## src/rtl/ex_mem_pipe_elastic.sv

```systemverilog
// EX/MEM elastic stage: main + skid register; accept at edge N is visible on the outputs in cycle N+1.
// Backpressure: in_ready comes only from the state register, and the skid absorbs the single in-flight beat.
module ex_mem_pipe_elastic #(
  parameter int XLEN   = 32,
  parameter int REG_W  = 5,
  parameter int CTRL_W = 7
) (
  input  logic              clk,
  input  logic              rst,
  input  logic              flush,
  input  logic              in_valid,
  output logic              in_ready,
  input  logic [XLEN-1:0]   read_data_2_ex,
  input  logic [XLEN-1:0]   aluresult_ex,
  input  logic [XLEN-1:0]   result_ex,
  input  logic [REG_W-1:0]  rd_ex,
  input  logic [CTRL_W-1:0] ctrl_ex,
  output logic              out_valid,
  input  logic              out_ready,
  output logic [XLEN-1:0]   read_data_2_mem,
  output logic [XLEN-1:0]   aluresult_mem,
  output logic [XLEN-1:0]   result_mem,
  output logic [REG_W-1:0]  rd_mem,
  output logic [CTRL_W-1:0] ctrl_mem,
  output logic [1:0]        occupancy
);

  typedef struct packed {
    logic [XLEN-1:0]   rs2_dat;
    logic [XLEN-1:0]   alu_dat;
    logic [XLEN-1:0]   res_dat;
    logic [REG_W-1:0]  rd;
    logic [CTRL_W-1:0] ctrl;
  } payload_t;

  typedef enum logic [1:0] {EMPTY = 2'd0, ONE = 2'd1, TWO = 2'd2} state_t;

  state_t   state_q, state_n;
  payload_t main_q, skid_q, in_pl;
  logic     accept, fire;
  logic     load_main_in, load_main_skid, load_skid;
  logic     clr_main_ctrl, clr_skid_ctrl;

  assign in_pl = '{rs2_dat: read_data_2_ex, alu_dat: aluresult_ex,
                   res_dat: result_ex, rd: rd_ex, ctrl: ctrl_ex};

  // Handshake outputs depend on the state register only.
  assign in_ready  = (state_q != TWO);
  assign out_valid = (state_q != EMPTY);
  assign occupancy = state_q;
  assign accept    = in_valid & in_ready;
  assign fire      = out_valid & out_ready;

  always_comb begin
    state_n        = state_q;
    load_main_in   = 1'b0;
    load_main_skid = 1'b0;
    load_skid      = 1'b0;
    clr_main_ctrl  = 1'b0;
    clr_skid_ctrl  = 1'b0;
    case (state_q)
      EMPTY: begin
        if (accept) begin
          state_n      = ONE;
          load_main_in = 1'b1;
        end
      end
      ONE: begin
        if (accept && fire) begin
          load_main_in = 1'b1;
        end else if (accept) begin
          state_n   = TWO;
          load_skid = 1'b1;
        end else if (fire) begin
          state_n       = EMPTY;
          clr_main_ctrl = 1'b1;
        end
      end
      TWO: begin
        if (fire) begin
          state_n        = ONE;
          load_main_skid = 1'b1;
        end
      end
      default: state_n = EMPTY;
    endcase
    // Flush wins over any handshake, including a same-cycle accept.
    if (flush) begin
      state_n        = EMPTY;
      load_main_in   = 1'b0;
      load_main_skid = 1'b0;
      load_skid      = 1'b0;
      clr_main_ctrl  = 1'b1;
      clr_skid_ctrl  = 1'b1;
    end
  end

  always_ff @(posedge clk) begin
    if (rst) begin
      state_q <= EMPTY;
      main_q  <= '0;
      skid_q  <= '0;
    end else begin
      state_q <= state_n;
      if (load_main_in)        main_q      <= in_pl;
      else if (load_main_skid) main_q      <= skid_q;
      else if (clr_main_ctrl)  main_q.ctrl <= '0;
      if (load_skid)           skid_q      <= in_pl;
      else if (clr_skid_ctrl)  skid_q.ctrl <= '0;
    end
  end

  assign read_data_2_mem = main_q.rs2_dat;
  assign aluresult_mem   = main_q.alu_dat;
  assign result_mem      = main_q.res_dat;
  assign rd_mem          = main_q.rd;
  assign ctrl_mem        = main_q.ctrl;

endmodule

```

## config.mk

```make
export PLATFORM = sky130hd
export DESIGN_NAME = ex_mem_pipe_elastic
export DESIGN_NICKNAME = d
export VERILOG_FILES = /design/src/rtl/ex_mem_pipe_elastic.sv
export SDC_FILE = /design/constraint.sdc
export NUM_CORES = 1
export LEC_CHECK = 0
export CAP_MARGIN = 0
export CORE_UTILIZATION = 48
export CTS_BUF_LIST = sky130_fd_sc_hd__clkbuf_16
export CTS_CLUSTER_DIAMETER = 60
export DETAILED_ROUTE_END_ITERATION = 10
export GPL_TIMING_DRIVEN = 0
export PLACE_DENSITY = 0.78
export REMOVE_ABC_BUFFERS = 1
export SLEW_MARGIN = 10
export SYNTH_ARGS = -nofsm -noshare
export SYNTH_HDL_FRONTEND = slang
export SYNTH_SLANG_ARGS = --single-unit
```

## constraint.sdc

```tcl
create_clock -name clk -period 3 [get_ports clk]
set_input_delay 0.6 -clock clk [delete_from_list [all_inputs] [get_ports clk]]
set_output_delay 0.6 -clock clk [all_outputs]
set_load 0.01 [all_outputs]
```

==> results.py <==
metrics = {
    "floorplanning": {
        "boundaryPins": 225,
        "design.die.area_mm2": 0.0197,
        "core_area_mm2": 0.0188,
        "rows": 50,
        "dieWidth_um": 140,
        "start_util": 0.490,
        "die_height_um": 140,
    },
    "power": {
        "power.total_uw": 6660,
        "static-leakage-power_uw": 0.00389,
        "powerDensity_mw_per_mm2": 546,
        "peakVddDrop_v": 0.000352,
    },
    "worst_setup_path": {
        "critical_path.max_stage_delay_ns": 0.68,
        "worstPathCellList": "clkdlybuf4s50_1, nor2b_2, nand3_4, buf_16, a311oi_1",
        "timing.rr.start": "occupancy[1]",
        "worst-path-max-fanout": 56,
        "crit_path_top_delay_cell": "sky130_fd_sc_hd__nor2b_2",
        "worstPathArrival_ns": 3.11,
        "r2r.worst_path.cells": 4,
        "worstSetupEndpointType": "flop",
        "reg2reg_to": "result_mem[17]",
        "worst_ep_required_time_ns": 3.40,
        "timing.reg2reg.setup_slack_ns": 0.63,
        "setup.worst_path.class": "in -> reg",
        "setup.worst_path.start_class": "primary input",
    },
    "yosys": {
        "avgSynthCellArea_um2": 8.11,
        "synthTopCellsByArea": "sky130_fd_sc_hd__dfxtp_1 47%, sky130_fd_sc_hd__a311oi_1 9.6%, sky130_fd_sc_hd__nand2_1 8.3%",
        "synth.distinct_cells": 33,
        "synth.largest_area_cell": "sky130_fd_sc_hd__dfxtp_1",
        "syn_inst": 1133,
        "post-synth-top-area-fraction": 0.475,
        "synth_seq_cells": 218,
        "netlist_area_mm2": 0.00919,
        "number_of_synthesized_flops_with_an_enable_pin": 0,
        "synth.yosys.warnings": 0,
        "ys_async_sr_fraction": 0,
        "ys_top_cells_by_count": "218 x sky130_fd_sc_hd__dfxtp_1, 203 x sky130_fd_sc_hd__nand2_1, 116 x sky130_fd_sc_hd__nand3_1, 108 x sky130_fd_sc_hd__a21oi_1",
        "synth_most_common_cell": "sky130_fd_sc_hd__dfxtp_1",
        "ys_dominant_reg_cell": "sky130_fd_sc_hd__dfxtp_1",
        "synth_sequential_area_ratio": 0.475,
    },
    "global_routing": {
        "grt_remaining_overflow": 0,
        "global_route_wire_length_before_repair_um": 44500,
        "grt_pass1_vias": 8565,
        "grt_util_all_layers": 0.273,
        "grt_max_degree": 111,
        "grt_antenna_before_repair": 0,
    },
    "placement": {
        "gp_congestion": 0.777,
        "placement.cell_area_mm2": 0.0115,
        "port_buffers": 224,
        "dp.final_hpwl_um": 15600,
        "dpl_worst_slack_ns": -0.485,
    },
    "timing": {
        "fmax_mhz": 368,
        "finClkSkew_ns": 0.00594,
        "max_slew_margin": 0.421,
        "report.final.hold_viol_count": 0,
        "layout_setup_ws_ns": 0.286,
        "layout_worst_path_cycle_share": 0.905,
        "final.min_clock_period_ns": 2.71,
        "final-max-slew-violation-count": 0,
        "holdWs_ns": 0.466,
        "worst-slew-pin-transition_ns": 0.868,
        "rsz0062_at_grt": "no",
        "finalSetupViolations": 0,
    },
    "final_layout": {
        "layout_cell_share_with_drive_strength_beyond_1": 0.0462,
        "area_growth_pct": 32.7,
        "finalInstanceArea_mm2": 0.0122,
        "final_nets": 1374,
        "antennaDiodeCount": 0,
    },
    "flow_run": {
        "max_cap_viol_count": 0,
    },
    "drt": {
        "drt_first_pass_iters": 5,
        "ant_nets": 0,
        "route.detailed.wl_per_inst_um": 18.7,
        "vias": 9244,
        "drt_iter0_drc": 824,
        "drc_errors": 0,
        "routed_wirelength_um": 28200,
        "post_drt_via_cell_ratio": 6.11,
    },
    "clocking": {
        "clock_sink_count": 218,
        "cts_htree_levels": 1,
        "clk_lat_worst_skew_ns": 0.50,
        "clock_tree_from_tritoncts": "done",
        "clock_tree.root_cell": "sky130_fd_sc_hd__clkbuf_16",
        "clockBufferDepth": 3,
        "worst_setup_hold_path_clk_slew_ns": 0.06,
        "cts_buffers": 23,
    },
    "min_path": {
        "min_delay_worst_endpoint": "skid_q[3]",
        "holdPathStages": 2,
        "holdCritPathClass": "reg -> reg",
        "timing.hold.worst.start": "skid_q[3]",
    },
    "run_status": {
        "outcome": "complete, no violations",
    },
}
state kept, by name, summed over array words and instances, names as in the netlist:
signal	cells
rd_mem	5
aluresult_mem	32
skid_q	108
ctrl_mem	7
occupancy	2
result_mem	32
read_data_2_mem	32
per-layer routing:
| metal | vias up | GRT usage | part of all wire |
|---|---|---|---|
| li1 | 4376 | - | - |
| met1 | 4414 | 0.363 | 0.43 |
| met2 | 415 | 0.452 | 0.47 |
| met3 | 39 | 0.0561 | 0.084 |
| met4 | 0 | 0.0671 | 0.017 |
| met5 | - | 0 | 0 |
worst max-delay path: cells and delay by family:
| family | cells | cell delay (ns) |
|---|---|---|
| buffers and inverters | 2 | 1.01 |
| AOI/OAI and AO/OA | 1 | 0.31 |
| and+or+nand+nor | 2 | 1.14 |
power breakdown:
group	switching [uW]	internal (uW)
Combinational	428	431
Sequential	63.6	3010
Clock	1170	1560
area by class of cell:
type                       count  area [um^2]
clock inverter                19          135
inverter                       2         12.5
clock buffer                  23          576
sequential                   218         4360
fill                        1583         6570
timing repair buffer         237         2560
tap                          234          293
multi-input combinational    779         4250
what timing repair did:
| item | in CTS | in global routing |
|---|---|---|
| gates resized for setup | 1 | 0 |
| gates cloned | 0 | 1 |
| pin swaps | 0 | 1 |
| endpoints found under the setup margin | 2 | 2 |
| hold buffers | 0 | 0 |
| buffers inserted | 0 | 0 |
logic make-up (layout without fill, tap and decap cells):
family	Yosys count	in the layout	synth area share
and+or+nand+nor	441	442	0.219
DFF	218	218	0.475
AOI/OAI and AO/OA	336	336	0.234
muxes	1	1	0.00163
buffers and inverters	137	281	0.0710
placed cells by master, fill, tap and decap left out, types with 2 or more instances in the layout:
cell type,n
sky130_fd_sc_hd__a311oi_1,101
sky130_fd_sc_hd__o21ai_1,2
sky130_fd_sc_hd__clkdlybuf4s50_1,222
sky130_fd_sc_hd__a2111oi_0,8
sky130_fd_sc_hd__inv_6,2
sky130_fd_sc_hd__and4bb_4,2
sky130_fd_sc_hd__o21ai_0,100
sky130_fd_sc_hd__a21oi_1,108
sky130_fd_sc_hd__bufinv_16,2
sky130_fd_sc_hd__clkinv_1,8
sky130_fd_sc_hd__clkbuf_16,23
sky130_fd_sc_hd__a32oi_1,7
sky130_fd_sc_hd__nor3_1,101
sky130_fd_sc_hd__buf_12,5
sky130_fd_sc_hd__nor2b_1,7
sky130_fd_sc_hd__dfxtp_1,218
sky130_fd_sc_hd__buf_16,8
sky130_fd_sc_hd__nand4bb_4,2
sky130_fd_sc_hd__clkinv_2,5
sky130_fd_sc_hd__nand2_1,203
sky130_fd_sc_hd__inv_1,4
sky130_fd_sc_hd__and2_1,2
sky130_fd_sc_hd__a211oi_1,8
sky130_fd_sc_hd__nand3_1,115
worst max-delay path by stage:
stage / start / end / slack [ns]
floorplan: out_ready / aluresult_mem[0] / -1.50
global placement: flush / result_mem[17] / -8.62
detailed placement: in_valid / result_mem[17] / -0.49
CTS: flush / result_mem[17] / 0.16
global route: in_valid / rd_mem[4] / 0.21
finish: in_valid / result_mem[17] / 0.29
through the flow:
step | util | TNS [ns] | cells
3_5_place_dp | 0.611 | -33.50 | 1469
4_1_cts | 0.649 | 0 | 1511
3_3_place_gp | 0.591 | -1420.83 | 1456
2_1_floorplan | - | -171.80 | 998
5_1_grt | 0.650 | 0 | 1512
6_report | 0.650 | 0 | 1512
No activity file was read; power rests on OpenSTA's default activity.
==> RTL edit, RTL diff (same settings) <==
The parameter `REG_W` goes from 5 to 10.
--- a/src/rtl/ex_mem_pipe_elastic.sv
+++ b/src/rtl/ex_mem_pipe_elastic.sv
@@ -4,3 +4,3 @@
   parameter int XLEN   = 32,
-  parameter int REG_W  = 5,
+  parameter int REG_W  = 10,
   parameter int CTRL_W = 7
Ports: changed (resized rd_ex and rd_mem); port bits go from 225 to 235. No check against the original RTL was run, so the function may have changed too.
==> RTL edit against the unedited design <==
  * Hold slack barely moved
  * Routed wire length rose by 3.2%
  * Core utilization rose by 1.0 points
  * Count of clock-buffer cells in the layout rose by 4
  * Worst setup slack got worse by 0.064 ns
  * Critical path depth rose by 1
  * Power rose by 9.0%
  * Sequential power rose by 5%
  * Sequential cell count rose by 10
  * Design area rose by 6.4%
  * Sequential share of layout area fell by 0.61 points
  * Area after synthesis rose by 5.6%
  * Via count rose by 4.8%
  * Largest cell class unchanged
  * Largest power group unchanged
  * Combinational power rose by 4.8%
==> RTL edit: results (changes against the unedited design) <==
GRT
  • Gr usage total: 27.06% (was 27.27%)
  • Met1 Usage GRT: 36.36% (was 36.28%)
  • GR Util met3: 5.563% (was 5.607%)
  • Met2 Resource Use GR: 44.37% (was 45.16%)
  • Pin count of the biggest net entering global routing: 120 (was 111)

Outcome
  • Status: complete, no violations (unchanged)

Placed design
  • DP Wirelength: 17.34 mm (was 15.63 mm)
  • Post-placement worst setup slack: -0.4057 ns (was -0.4851 ns)
  • Gp weighted congestion: 0.7388 (was 0.7771)
  • Number of port buffers: 234 (was 224)
  • Placed Instance Area: 12120 um^2 (was 11470 um^2)

Clock network
  • Cts bufs inserted: 26 (was 23)

Detailed routing
  • Initial DRC Count: 765 (was 824)
  • Via count: 9687 (was 9244)
  • Met1 wire length: 12.30 mm (was 12.09 mm)
  • Routed Wire Length: 29.14 mm (was 28.24 mm)
  • Met3 wire len: 2.609 mm (was 2.366 mm)

Synth
  • Register area share after synthesis: 46.99% (was 47.47%)
  • Dominant cells by area after synthesis: dfxtp_1 (47%), a311oi_1 (9.6%), nand2_1 (8.2%) (was dfxtp_1 (47%), a311oi_1 (9.6%), nand2_1 (8.3%))
  • Synth cell count leaders: dfxtp_1 (228), nand2_1 (213), nand3_1 (120) (was dfxtp_1 (218), nand2_1 (203), nand3_1 (116))
  • Post-synthesis compound-gate area fraction: 23.03% (was 23.41%)
  • Post-synthesis mux area share: 0.1546% (was 0.1633%)
  • Synthesized instance count: 1186 (was 1133)

Layout
  • Non-Filler Instances: 1613 (was 1512)
  • Filler instances: 1629 (was 1583)
  • Max FFs per register: 113 (was 108)

Pwr
  • Power per standard cell area: 559.4 nW/um^2 (was 546.3 nW/um^2)
  • Leakage: 4.189 nW (was 3.890 nW)
  • Share of total power in combinational logic: 12.4% (was 12.9%)
  • Switch Pwr: 1.770 mW (was 1.659 mW)

Setup path
  • CP arrival: 3.18 ns (was 3.11 ns)
  • Critical Path Source: out_ready (was in_valid)
  • Reg2Reg Depth: 5 (was 4)
  • Flop-to-flop setup slack: 0.58 ns (was 0.63 ns)
  • CP max-delay cell: clkdlybuf4s50_1 (was nor2b_2)
  • CP endpoint: read_data_2_mem[4] (was result_mem[17])
  • CP peak stage delay: 0.81 ns (was 0.68 ns)
  • Delay-heaviest family, CP: buffers and inverters (was simple AND/OR/NAND/NOR gates)
  • Worst-path maximum fanout: 44 (was 56)

Timing
  • FMAX: 360.0 MHz (was 368.4 MHz)
  • Relative slew margins: 43.83% (was 42.13%)
  • Clk_skew: 0.01041 ns (was 0.005941 ns)
-- RTL edit: changes by cell type after synthesis, sizes merged, moves of 5 or more --
cell and delta:
buf -13, dfxtp +10, a311oi +5, a21oi +5, nand2 +10, nor3 +5, clkbuf +21, nand3 +5
o21ai +5
-- RTL edit: worst min-delay path by stage --
stage               from         to  slack [ns]  cells after the start
2_1_floorplan  skid_q[0]  skid_q[0]        0.44                      2
5_1_grt        skid_q[9]  skid_q[9]        0.49                      2
3_3_place_gp   skid_q[3]  skid_q[3]        0.45                      2
3_5_place_dp   skid_q[5]  skid_q[5]        0.46                      2
4_1_cts        skid_q[5]  skid_q[5]        0.47                      2
6_report       skid_q[5]  skid_q[5]        0.47                      2
-- RTL edit: final cells by class --
class,instances,area [um^2],share of cell area [%]
clock buffer,27,675.6,5.206
clock inverter,21,176.4,1.359
inverter,2,12.51,0.09640
multi-input combinational,813,4447,34.26
sequential,228,4564,35.17
tap,265,331.6,2.555
timing repair buffer,257,2771,21.35
